[src/rtl/div.sv]
// Iterative 32-bit divider: one quotient bit per clock, restoring shift-subtract.
// Result is {remainder, quotient}; handles signed/unsigned, divide-by-zero and annul.
module div (
  input  logic        clk,
  input  logic        rst,
  input  logic        signed_div_i,
  input  logic [31:0] opdata1_i,
  input  logic [31:0] opdata2_i,
  input  logic        start_i,
  input  logic        annul_i,
  output logic [63:0] result_o,
  output logic        ready_o
);

  typedef enum logic [1:0] {StFree, StByZero, StOn, StEnd} state_e;

  state_e      state_q, state_d;
  logic [5:0]  cnt_q, cnt_d;
  logic [31:0] divisor_q, divisor_d;
  logic [31:0] quo_q, quo_d;
  logic [32:0] rem_q, rem_d;
  logic        neg_quo_q, neg_quo_d;
  logic        neg_rem_q, neg_rem_d;
  logic [63:0] result_q, result_d;
  logic        ready_q, ready_d;

  logic [31:0] op1_mag, op2_mag;
  logic [33:0] rem_shift;
  logic        rem_ge;
  logic [31:0] quo_fix, rem_fix;

  assign result_o = result_q;
  assign ready_o  = ready_q;

  always_comb begin
    op1_mag   = (signed_div_i && opdata1_i[31]) ? (~opdata1_i + 32'd1) : opdata1_i;
    op2_mag   = (signed_div_i && opdata2_i[31]) ? (~opdata2_i + 32'd1) : opdata2_i;
    // Dividend bits are shifted out of the quotient register MSB first.
    rem_shift = {rem_q, quo_q[31]};
    rem_ge    = rem_shift >= {2'b00, divisor_q};
    quo_fix   = neg_quo_q ? (~quo_q + 32'd1) : quo_q;
    rem_fix   = neg_rem_q ? (~rem_q[31:0] + 32'd1) : rem_q[31:0];

    state_d   = state_q;
    cnt_d     = cnt_q;
    divisor_d = divisor_q;
    quo_d     = quo_q;
    rem_d     = rem_q;
    neg_quo_d = neg_quo_q;
    neg_rem_d = neg_rem_q;
    result_d  = result_q;
    ready_d   = ready_q;

    unique case (state_q)
      StFree: begin
        result_d = 64'h0;
        ready_d  = 1'b0;
        if (start_i && !annul_i) begin
          cnt_d     = 6'd0;
          rem_d     = 33'h0;
          quo_d     = op1_mag;
          divisor_d = op2_mag;
          neg_quo_d = signed_div_i & (opdata1_i[31] ^ opdata2_i[31]);
          neg_rem_d = signed_div_i & opdata1_i[31];
          state_d   = (opdata2_i == 32'h0) ? StByZero : StOn;
        end
      end
      StByZero: begin
        result_d = 64'h0;
        if (annul_i) begin
          ready_d = 1'b0;
          state_d = StFree;
        end else begin
          ready_d = 1'b1;
          state_d = StEnd;
        end
      end
      StOn: begin
        if (annul_i) begin
          result_d = 64'h0;
          ready_d  = 1'b0;
          state_d  = StFree;
        end else if (cnt_q == 6'd32) begin
          result_d = {rem_fix, quo_fix};
          ready_d  = 1'b1;
          state_d  = StEnd;
        end else begin
          rem_d = rem_ge ? 33'(rem_shift - {2'b00, divisor_q}) : rem_shift[32:0];
          quo_d = {quo_q[30:0], rem_ge};
          cnt_d = cnt_q + 6'd1;
        end
      end
      StEnd: begin
        // annul_i is deliberately ignored: the result is already committed.
        if (!start_i) begin
          result_d = 64'h0;
          ready_d  = 1'b0;
          state_d  = StFree;
        end
      end
      default: begin
        result_d = 64'h0;
        ready_d  = 1'b0;
        state_d  = StFree;
      end
    endcase
  end

  always_ff @(posedge clk or posedge rst) begin
    if (rst) begin
      state_q   <= StFree;
      cnt_q     <= 6'd0;
      divisor_q <= 32'h0;
      quo_q     <= 32'h0;
      rem_q     <= 33'h0;
      neg_quo_q <= 1'b0;
      neg_rem_q <= 1'b0;
      result_q  <= 64'h0;
      ready_q   <= 1'b0;
    end else begin
      state_q   <= state_d;
      cnt_q     <= cnt_d;
      divisor_q <= divisor_d;
      quo_q     <= quo_d;
      rem_q     <= rem_d;
      neg_quo_q <= neg_quo_d;
      neg_rem_q <= neg_rem_d;
      result_q  <= result_d;
      ready_q   <= ready_d;
    end
  end

endmodule

[config.mk]
export PLATFORM = sky130hd
export DESIGN_NAME = div
export DESIGN_NICKNAME = d
export VERILOG_FILES = /design/src/rtl/div.sv
export SDC_FILE = /design/constraint.sdc
export NUM_CORES = 1
export LEC_CHECK = 0
export CORE_MARGIN = 2
export CORE_UTILIZATION = 25
export DETAILED_ROUTE_END_ITERATION = 6
export GPL_TIMING_DRIVEN = 0
export PLACE_DENSITY_LB_ADDON = 0.12
export SYNTH_ARGS = -nofsm -noshare
export SYNTH_HDL_FRONTEND = slang
export SYNTH_SLANG_ARGS = --single-unit
[constraint.sdc]
create_clock -name clk -period 7.9 [get_ports clk]
set_input_delay 1.975 -clock clk [delete_from_list [all_inputs] [get_ports clk]]
set_output_delay 1.975 -clock clk [all_outputs]
set_load 0.1 [all_outputs]
==> results.cfg, run 1 <==
[synthesis]
synth.distinct_cells = 56
ys_top_cells_by_area = dfrtp_1, o21ai_0, nand2_1
yosysWarnings = 0
ys_ff_latch = 172
synth_edf_count = 0
syn-num-nets = 1466
ys.flop_type = dfrtp_1
syn_inst = 1354
yosysSeqAreaShare_pct = 38.73
syn-cell-area_sq_um = 11110
netlist.area_leader.share_pct = 38.73
async_flop_share_pct = 100.0
syn_area_per_cell_sq_um = 8.208
yosysTopAreaCell = dfrtp_1

[global_routing]
antenna_found_initial = 1
grt_pass1_vias = 10060
grt_usage_pct = 16.23
grt_max_degree = 93
overflow = 0
grt_pass1_wl_um = 58630

[route]
drc = 0
post_drt_wl_per_cell_um = 17.46
vias = 10000
antenna_left = 0
dr.pass1.iters = 5
finalWirelength_um = 36900
first_iter_violations = 501
via_per_inst = 4.734

[min_path]
hold_class = flop to flop

[sta]
setup_ws_ns = 3.111
fmax_ghz = 0.2088
fin_crit_sh_pct = 60.62
slew_headroom_pct = 32.82
rsz0062_at_grt = no
drv_slew = 0
tightestPinTransition_ns = 1.005
clock_skew_ns = 0.01507
setup_viol = 0
min_period_ns = 4.789
hold_viol_final = 0

[cts]
clock_path_buffers = 2
cts_tree = done
root_buffer = clkbuf_16
clkSlewWorstSetupHoldPaths_ns = 0.07
cts_made_buffers = 17
postCtsSetupRepairBufs = 0
cts_max_level = 4
clk_latency_ns = 0.47
cts_resized = 0
numClockSinks = 172
ctsHoldBuffers = 0

[layout]
n_fill_cell = 4748
syn2layout_area_growth_pct = 24.33
final_cell_mix = nand2_1, o21ai_0, dfrtp_1
fin_nets = 1619
utilization_pct = 31.38
layout_commonest_cell = nand2_1
layout-drive-gt1-share_pct = 3.289
fin_area_sq_um = 13820

[floorplan]
initial_core_util_pct = 25.24
die_x_um = 214.8
core-area_sq_um = 44030
die-area_sq_um = 46150
rows = 77
boundaryPins = 134
die_height_um = 214.8

[pwr]
p_leak_nw = 5.776
ir_worst_vdd_mv = 0.1527
power_density_nw_per_um2 = 474.5

[setup_path]
cp.required_ns = 8.22
critPathMaxFanout = 5
crit_type = primary input to flop
r2r_start = quo_q[31]
critical_path.startpoint_type = primary input
critPathCaptureType = flop
cp.arrival_ns = 5.11
r2r_slack_ns = 3.91
reg2reg_to = rem_q[29]
reg2reg_depth = 14
cp-endpoint = divisor_q[29]
startpoint = opdata2_i[6]

[placed_design]
gp_congestion = 0.8290
placed_area_sq_um = 13220
dp_slack_ns = 2.620
io_buffers = 133
place_hpwl_um = 28670

[run_status]
status = finished clean

[run]
maxCapViolCount = 0
[area by class of cell]
type	instances	area, sq um	share of cell area, %
Multi-Input combinational cell	1058	6342	45.90
Sequential cell	172	4304	31.15
Timing Repair Buffer	134	1359	9.834
Tap cell	592	740.7	5.361
Clock buffer	19	452.9	3.278
Buffer	67	252.7	1.829
Inverter	57	221.5	1.603
Clock inverter	13	141.4	1.023
Antenna cell	1	2.502	0.01811
[registers in the layout, indices dropped and copies added, names as in the netlist]
| register | flops |
|---|---|
| cnt_q | 6 |
| rem_q | 33 |
| state_q | 2 |
| quo_q | 32 |
| result_o | 64 |
| ready_o | 1 |
| neg_rem_q | 1 |
| divisor_q | 32 |
| neg_quo_q | 1 |
[critical path, cell delays in order]
cell	delay, ns
clkdlybuf4s50_1	0.49
or4_1	0.61
nor4_1	0.47
nor2b_1	0.38
nand3_1	0.21
or3_1	0.45
o31ai_1	0.25
xor2_1	0.17
o21ai_0	0.09
[power by group]
group	internal (mW)	switching (mW)
logic	1.35	2.71
registers	1.20	0.405
clock network	0.484	0.401
[per-layer routing]
metal | vias to the layer above | share of wire (%) | routed length, um | GRT usage [%]
li1 | 5065 | - | - | -
met4 | 0 | 1.5 | 563 | 4.653
met1 | 4759 | 51 | 18910 | 23.35
met2 | 149 | 45 | 16450 | 25.24
met5 | - | 0 | 0 | 0
met3 | 29 | 2.7 | 981 | 2.265
[synthesized netlist by cell type, drive strengths merged (2+ instances only)]
| cell | count |
|---|---|
| xnor2 | 45 |
| o21bai | 2 |
| nor3b | 3 |
| and3 | 7 |
| inv | 57 |
| nand3b | 3 |
| a21oi | 106 |
| xor2 | 95 |
| or3 | 23 |
| o22ai | 2 |
| and2 | 8 |
| clkbuf | 62 |
| nor2 | 65 |
| o21ai | 225 |
| a311oi | 2 |
| o31a | 2 |
| ha | 42 |
| a31oi | 6 |
| o21a | 2 |
| nor4 | 13 |
| nand2b | 10 |
| buf | 5 |
| a31o | 2 |
| a22o | 11 |
| a32oi | 6 |
| o211a | 3 |
| a21boi | 5 |
| nor2b | 9 |
| dfrtp | 172 |
| mux2i | 7 |
| nand2 | 226 |
| o31ai | 23 |
| a21o | 12 |
| or4 | 14 |
| o211ai | 4 |
| nand4 | 8 |
| nor3 | 20 |
| o41ai | 14 |
| or2 | 6 |
| nor4b | 3 |
| nand3 | 14 |
| nand4b | 2 |
[through the flow]
step                      setup TNS (ns)  hold WS [ns]  instances  total power, mW
final                                  0        0.4759       2113            6.555
after global routing                   0        0.5005       2113            7.139
after floorplan                        0        0.4447       1354            4.491
after global placement           -304.30        0.4664       2079            5.687
after CTS                              0        0.4857       2112            6.606
after detailed placement               0        0.4703       2080            5.700
[how the worst min path moves through the flow]
stage / cells past startpoint / slack (ns) / from / endpoint
5_1_grt: 2 / 0.50 / result_o[14] / result_o[14]
2_1_floorplan: 2 / 0.44 / rem_q[32] / rem_q[32]
4_1_cts: 2 / 0.49 / result_o[17] / result_o[17]
3_3_place_gp: 2 / 0.47 / divisor_q[18] / divisor_q[18]
3_5_place_dp: 2 / 0.47 / result_o[17] / result_o[17]
6_report: 2 / 0.48 / result_o[25] / result_o[25]
[kinds of logic (layout without fill, tap and decap cells)]
family | Yosys count | after routing | synth area share (%)
AOI/OAI and AO/OA | 432 | 432 | 22.34
xor gates and xnor gates | 140 | 140 | 11.03
adders and majority gates | 43 | 43 | 4.909
buffers and inverters | 124 | 290 | 4.199
DFF | 172 | 172 | 38.73
muxes | 7 | 7 | 0.6305
other | 0 | 1 | 0
and+or+nand+nor | 436 | 436 | 18.16
No activity file was read; power rests on OpenSTA's default activity.
==> inputs of run 2 (changes only) <==
- clock period: 7.9 -> 4.67 ns (I/O delays scaled with it)
==> results.cfg, run 2 (same netlist as run 1, synthesis figures left out) <==
[sta]
hold_viol_final = 0
hold_ws_ns = 0.4768
fin_crit_sh_pct = 82.76
rsz0062_at_grt = no
setup_tns_ns = 0
setup_viol = 0
setup_ws_ns = 0.8051
slew_headroom_pct = 30.25
fmax_ghz = 0.2587
tightestPinTransition_ns = 1.043
drv_slew = 0
min_period_ns = 3.865
clock_skew_ns = 0.01001

[setup_path]
critPathMaxFanout = 10
cp.arrival_ns = 4.19
reg2reg_to = rem_q[29]
cp.required_ns = 4.99
reg2reg_depth = 14
r2r_slack_ns = 0.81
r2r_start = quo_q[31]
critPathCaptureType = flop
critical_path.startpoint_type = flop
crit_type = flop to flop

[floorplan]
initial_core_util_pct = 25.24
boundaryPins = 134
die-area_sq_um = 46150
die_x_um = 214.8
rows = 77
die_height_um = 214.8
core-area_sq_um = 44030

[route]
route.top_layer_used = met4
post_drt_wl_per_cell_um = 16.89
wl_met2_um = 15260
dr_wl_met3_um = 1086
antenna_left = 0
drc = 0
via_per_inst = 4.647
m1WireLength_um = 18760
vias = 9828
dr.pass1.iters = 5
finalWirelength_um = 35730
first_iter_violations = 478

[pwr]
ir_worst_vdd_mv = 0.3259
p_leak_nw = 5.792
power_density_nw_per_um2 = 790.8

[min_path]
min-delay-start = divisor_q[29]
hold_class = flop to flop
whs_endpoint = divisor_q[29]
hold_path_depth = 2

[global_routing]
overflow = 0
grt_usage_pct = 15.69
grt_pass1_wl_um = 56870
antenna_found_initial = 0
grt_pass1_vias = 9740
grt_max_degree = 38

[layout]
largest_reg_flops = 64
syn2layout_area_growth_pct = 24.65
fin_nets = 1622
layout-drive-gt1-share_pct = 3.349
layout_commonest_cell = nand2_1
utilization_pct = 31.46
diodes = 0
finalNonFillerCells = 2115
final_cell_mix = nand2_1, o21ai_0, dfrtp_1

[placed_design]
dp_slack_ns = 0.3053
gp_congestion = 0.8368
placed_cells = 2083
place_hpwl_um = 28670
io_buffers = 133

[cts]
postCtsSetupRepairBufs = 0
clkSlewWorstSetupHoldPaths_ns = 0.07
ctsHoldBuffers = 0
clk_latency_ns = 0.45
numClockSinks = 172
clock_path_buffers = 2
cts_max_level = 4
root_buffer = clkbuf_16
cts_resized = 0
cts_tree = done
cts_made_buffers = 17

[run_status]
status = finished clean

[run]
maxCapViolCount = 0
## run 2: changes by cell type in the layout (fill, tap and decap cells not counted), sizes merged
| cell | before | now |
|---|---|---|
| inv | 59 | 58 |
| clkbuf | 81 | 86 |
| clkinv | 6 | 3 |
| bufinv | 2 | 1 |
| buf | 6 | 9 |
| diode | 1 | 0 |
## run 2: worst max path at each step
stage	start	endpoint	slack (ns)	depth (start not counted)
detailed placement	opdata2_i[6]	divisor_q[29]	0.31	9
floorplan	opdata2_i[7]	divisor_q[29]	1.24	8
CTS	quo_q[31]	rem_q[29]	0.74	14
finish	quo_q[31]	rem_q[29]	0.81	14
global route	quo_q[31]	rem_q[29]	0.51	14
global placement	rst	result_o[3]	-0.47	2
## run 2: critical path, stage by stage, from the launching register on
cell and delay [ns]:
dfrtp_1 0.48, inv_1 0.10, ha_1 0.16, inv_1 0.05
fa_1 0.41, a21oi_1 0.22, o21ai_0 0.16, a21bo_2 0.28
a211o_1 0.33, o211a_1 0.26, nor2_1 0.30, clkbuf_1 0.51
nor2_1 0.17, o21ai_0 0.19, nand3_1 0.12
## run 2: layout make-up
cell class	instances	area [sq um]
inverter	57	217.7
clock buffer	24	501.7
sequential	172	4304
tap	592	740.7
clock inverter	8	81.33
multi-input combinational	1058	6342
timing repair buffer	137	1411
fill	4748	30180
buffer	67	252.7
## run 2: metal layers
layer	vias up	track usage, %
li1	5077	-
met3	33	2.293
met5	-	0
met4	0	4.884
met2	146	23.41
met1	4572	23.16
## run 2: report_power, final
part | internal [mW] | switching, mW | total (mW)
logic | 2.29 | 4.50 | 6.79
registers | 2.03 | 0.678 | 2.71
clock network | 0.809 | 0.649 | 1.46
total | 5.13 | 5.83 | 11.0
## run 2: through the flow
step           area, sq um  total power, mW
2_1_floorplan        11120            7.597
3_3_place_gp         13190            9.536
3_5_place_dp         13270            9.567
4_1_cts              13850            11.06
5_1_grt              13850            11.95
6_report             13850            10.95
==> inputs of run 3 (changes only) <==
- clock period: 4.67 -> 3.3 ns (I/O delays scaled with it)
==> results.cfg, run 3 (same netlist as run 1, synthesis figures left out) <==
[pwr]
swShare_pct = 52.49
p_leak_nw = 5.923
power_density_nw_per_um2 = 1124
p_sw_mw = 8.360
seq_power_share_pct = 24.0
combinationalPowerShare_pct = 63.1
p_clk_share_pct = 12.9
finalPower_mw = 15.93
ir_worst_vdd_mv = 0.4613
internal_power_mw = 7.566

[cts]
cts_max_level = 4
clk_latency_ns = 0.46
root_buffer = clkbuf_16
ctsHoldBuffers = 0
cts_made_buffers = 17
numClockSinks = 172
clock_path_buffers = 2
clkSlewWorstSetupHoldPaths_ns = 0.07
cts_tree = done

[placed_design]
io_buffers = 133
gp_congestion = 0.8368
placed_area_sq_um = 13270
dp_slack_ns = -0.7222
place_hpwl_um = 28670
placed_cells = 2083

[run]
maxCapViolCount = 0

[setup_path]
cp.arrival_ns = 3.74
r2r_slack_ns = -0.11
critical_path.startpoint_type = flop
critPathSlowestCell = or4_4
critPathCaptureType = flop
crit_type = flop to flop
cp.required_ns = 3.62
cpPeakStageDelay_ns = 0.56
critPathMaxFanout = 4
reg2reg_depth = 9
crit_chain = or4_4 -> or4b_4 -> or3_4 -> or4_4 -> or3_4 -> o31ai_4 -> nand2_2 -> xnor2_2 -> o21ai_1

[layout]
utilization_pct = 32.18
fin_area_sq_um = 14170
finalNonFillerCells = 2127
syn2layout_area_growth_pct = 27.48
diodes = 0
largest_reg_flops = 64
fin_nets = 1634
layout_commonest_cell = nand2_1
layout-drive-gt1-share_pct = 6.710
final_cell_mix = nand2_1, o21ai_0, dfrtp_1

[route]
dr.pass1.iters = 5
vias = 9888
post_drt_wl_per_cell_um = 16.93
finalWirelength_um = 36020
first_iter_violations = 441
antenna_left = 0
via_per_inst = 4.649
drc = 0

[sta]
setup_ws_ns = -0.1147
fin_crit_sh_pct = 103.5
tightestPinTransition_ns = 1.047
slew_headroom_pct = 29.98
setup_viol = 5
hold_ws_ns = 0.4770
fmax_ghz = 0.2928
hold_viol_final = 0
clock_skew_ns = 0.01107
min_period_ns = 3.415
drv_slew = 0
setup_tns_ns = -0.3061
rsz0062_at_grt = yes

[floorplan]
core-area_sq_um = 44030
initial_core_util_pct = 25.24
die-area_sq_um = 46150
boundaryPins = 134
die_height_um = 214.8
die_x_um = 214.8
rows = 77

[min_path]
hold_path_depth = 2
hold_class = flop to flop

[global_routing]
grt_pass1_vias = 9783
overflow = 0
antenna_found_initial = 0
grt_pass1_wl_um = 57100
grt_usage_pct = 15.75
grt_max_degree = 38

[run_status]
violations = negative setup slack
status = finished with violations
run 3: power by group through the flow:
stage / combinational [mW] / clock, mW / sequential [mW]
after floorplan: 5.82 / 0 / 4.93
after global placement: 9.64 / 0 / 3.85
after detailed placement: 9.67 / 0 / 3.87
after CTS: 9.97 / 2.12 / 3.81
after global routing: 11.2 / 2.19 / 3.96
final: 10.1 / 2.05 / 3.82
run 3: worst paths after layout:
kind | from | endpoint
min in group asynchronous | rst | result_o[37]
max in group asynchronous | rst | quo_q[4]
hold reg to reg | divisor_q[29] | divisor_q[29]
setup / recovery | quo_q[6] | result_o[30]
hold / removal | divisor_q[29] | divisor_q[29]
setup reg to reg | quo_q[6] | result_o[30]
run 3: cell type report:
class                   instances  area, sq um
well taps                     592        740.7
clock inverters                 8        81.33
multi-input cells            1058         6515
clock buffers                  24        501.7
plain buffers                  66        286.5
fillers                      4728        29860
repair buffers                150         1516
flip-flops and latches        172         4308
inverters                      57        217.7
run 3: per-layer routing:
layer	GRT usage (%)	share of wire [%]
met3	2.293	2.8
met1	23.14	52
met4	4.884	1.7
met2	23.68	43
met5	0	0
run 3: timing repair:
item,CTS,global route
resized for setup,33,36
endpoints found under the setup margin,74,53
setup buffers,9,4
pin swaps,8,7
run 3: critical path, delay by kind of cell (launching register included):
family	cells	cell delay, ns
AND/OR/NAND/NOR	6	2.41
AO/OA/AOI/OAI	2	0.36
XOR/XNOR	1	0.14
flip-flops	1	0.39
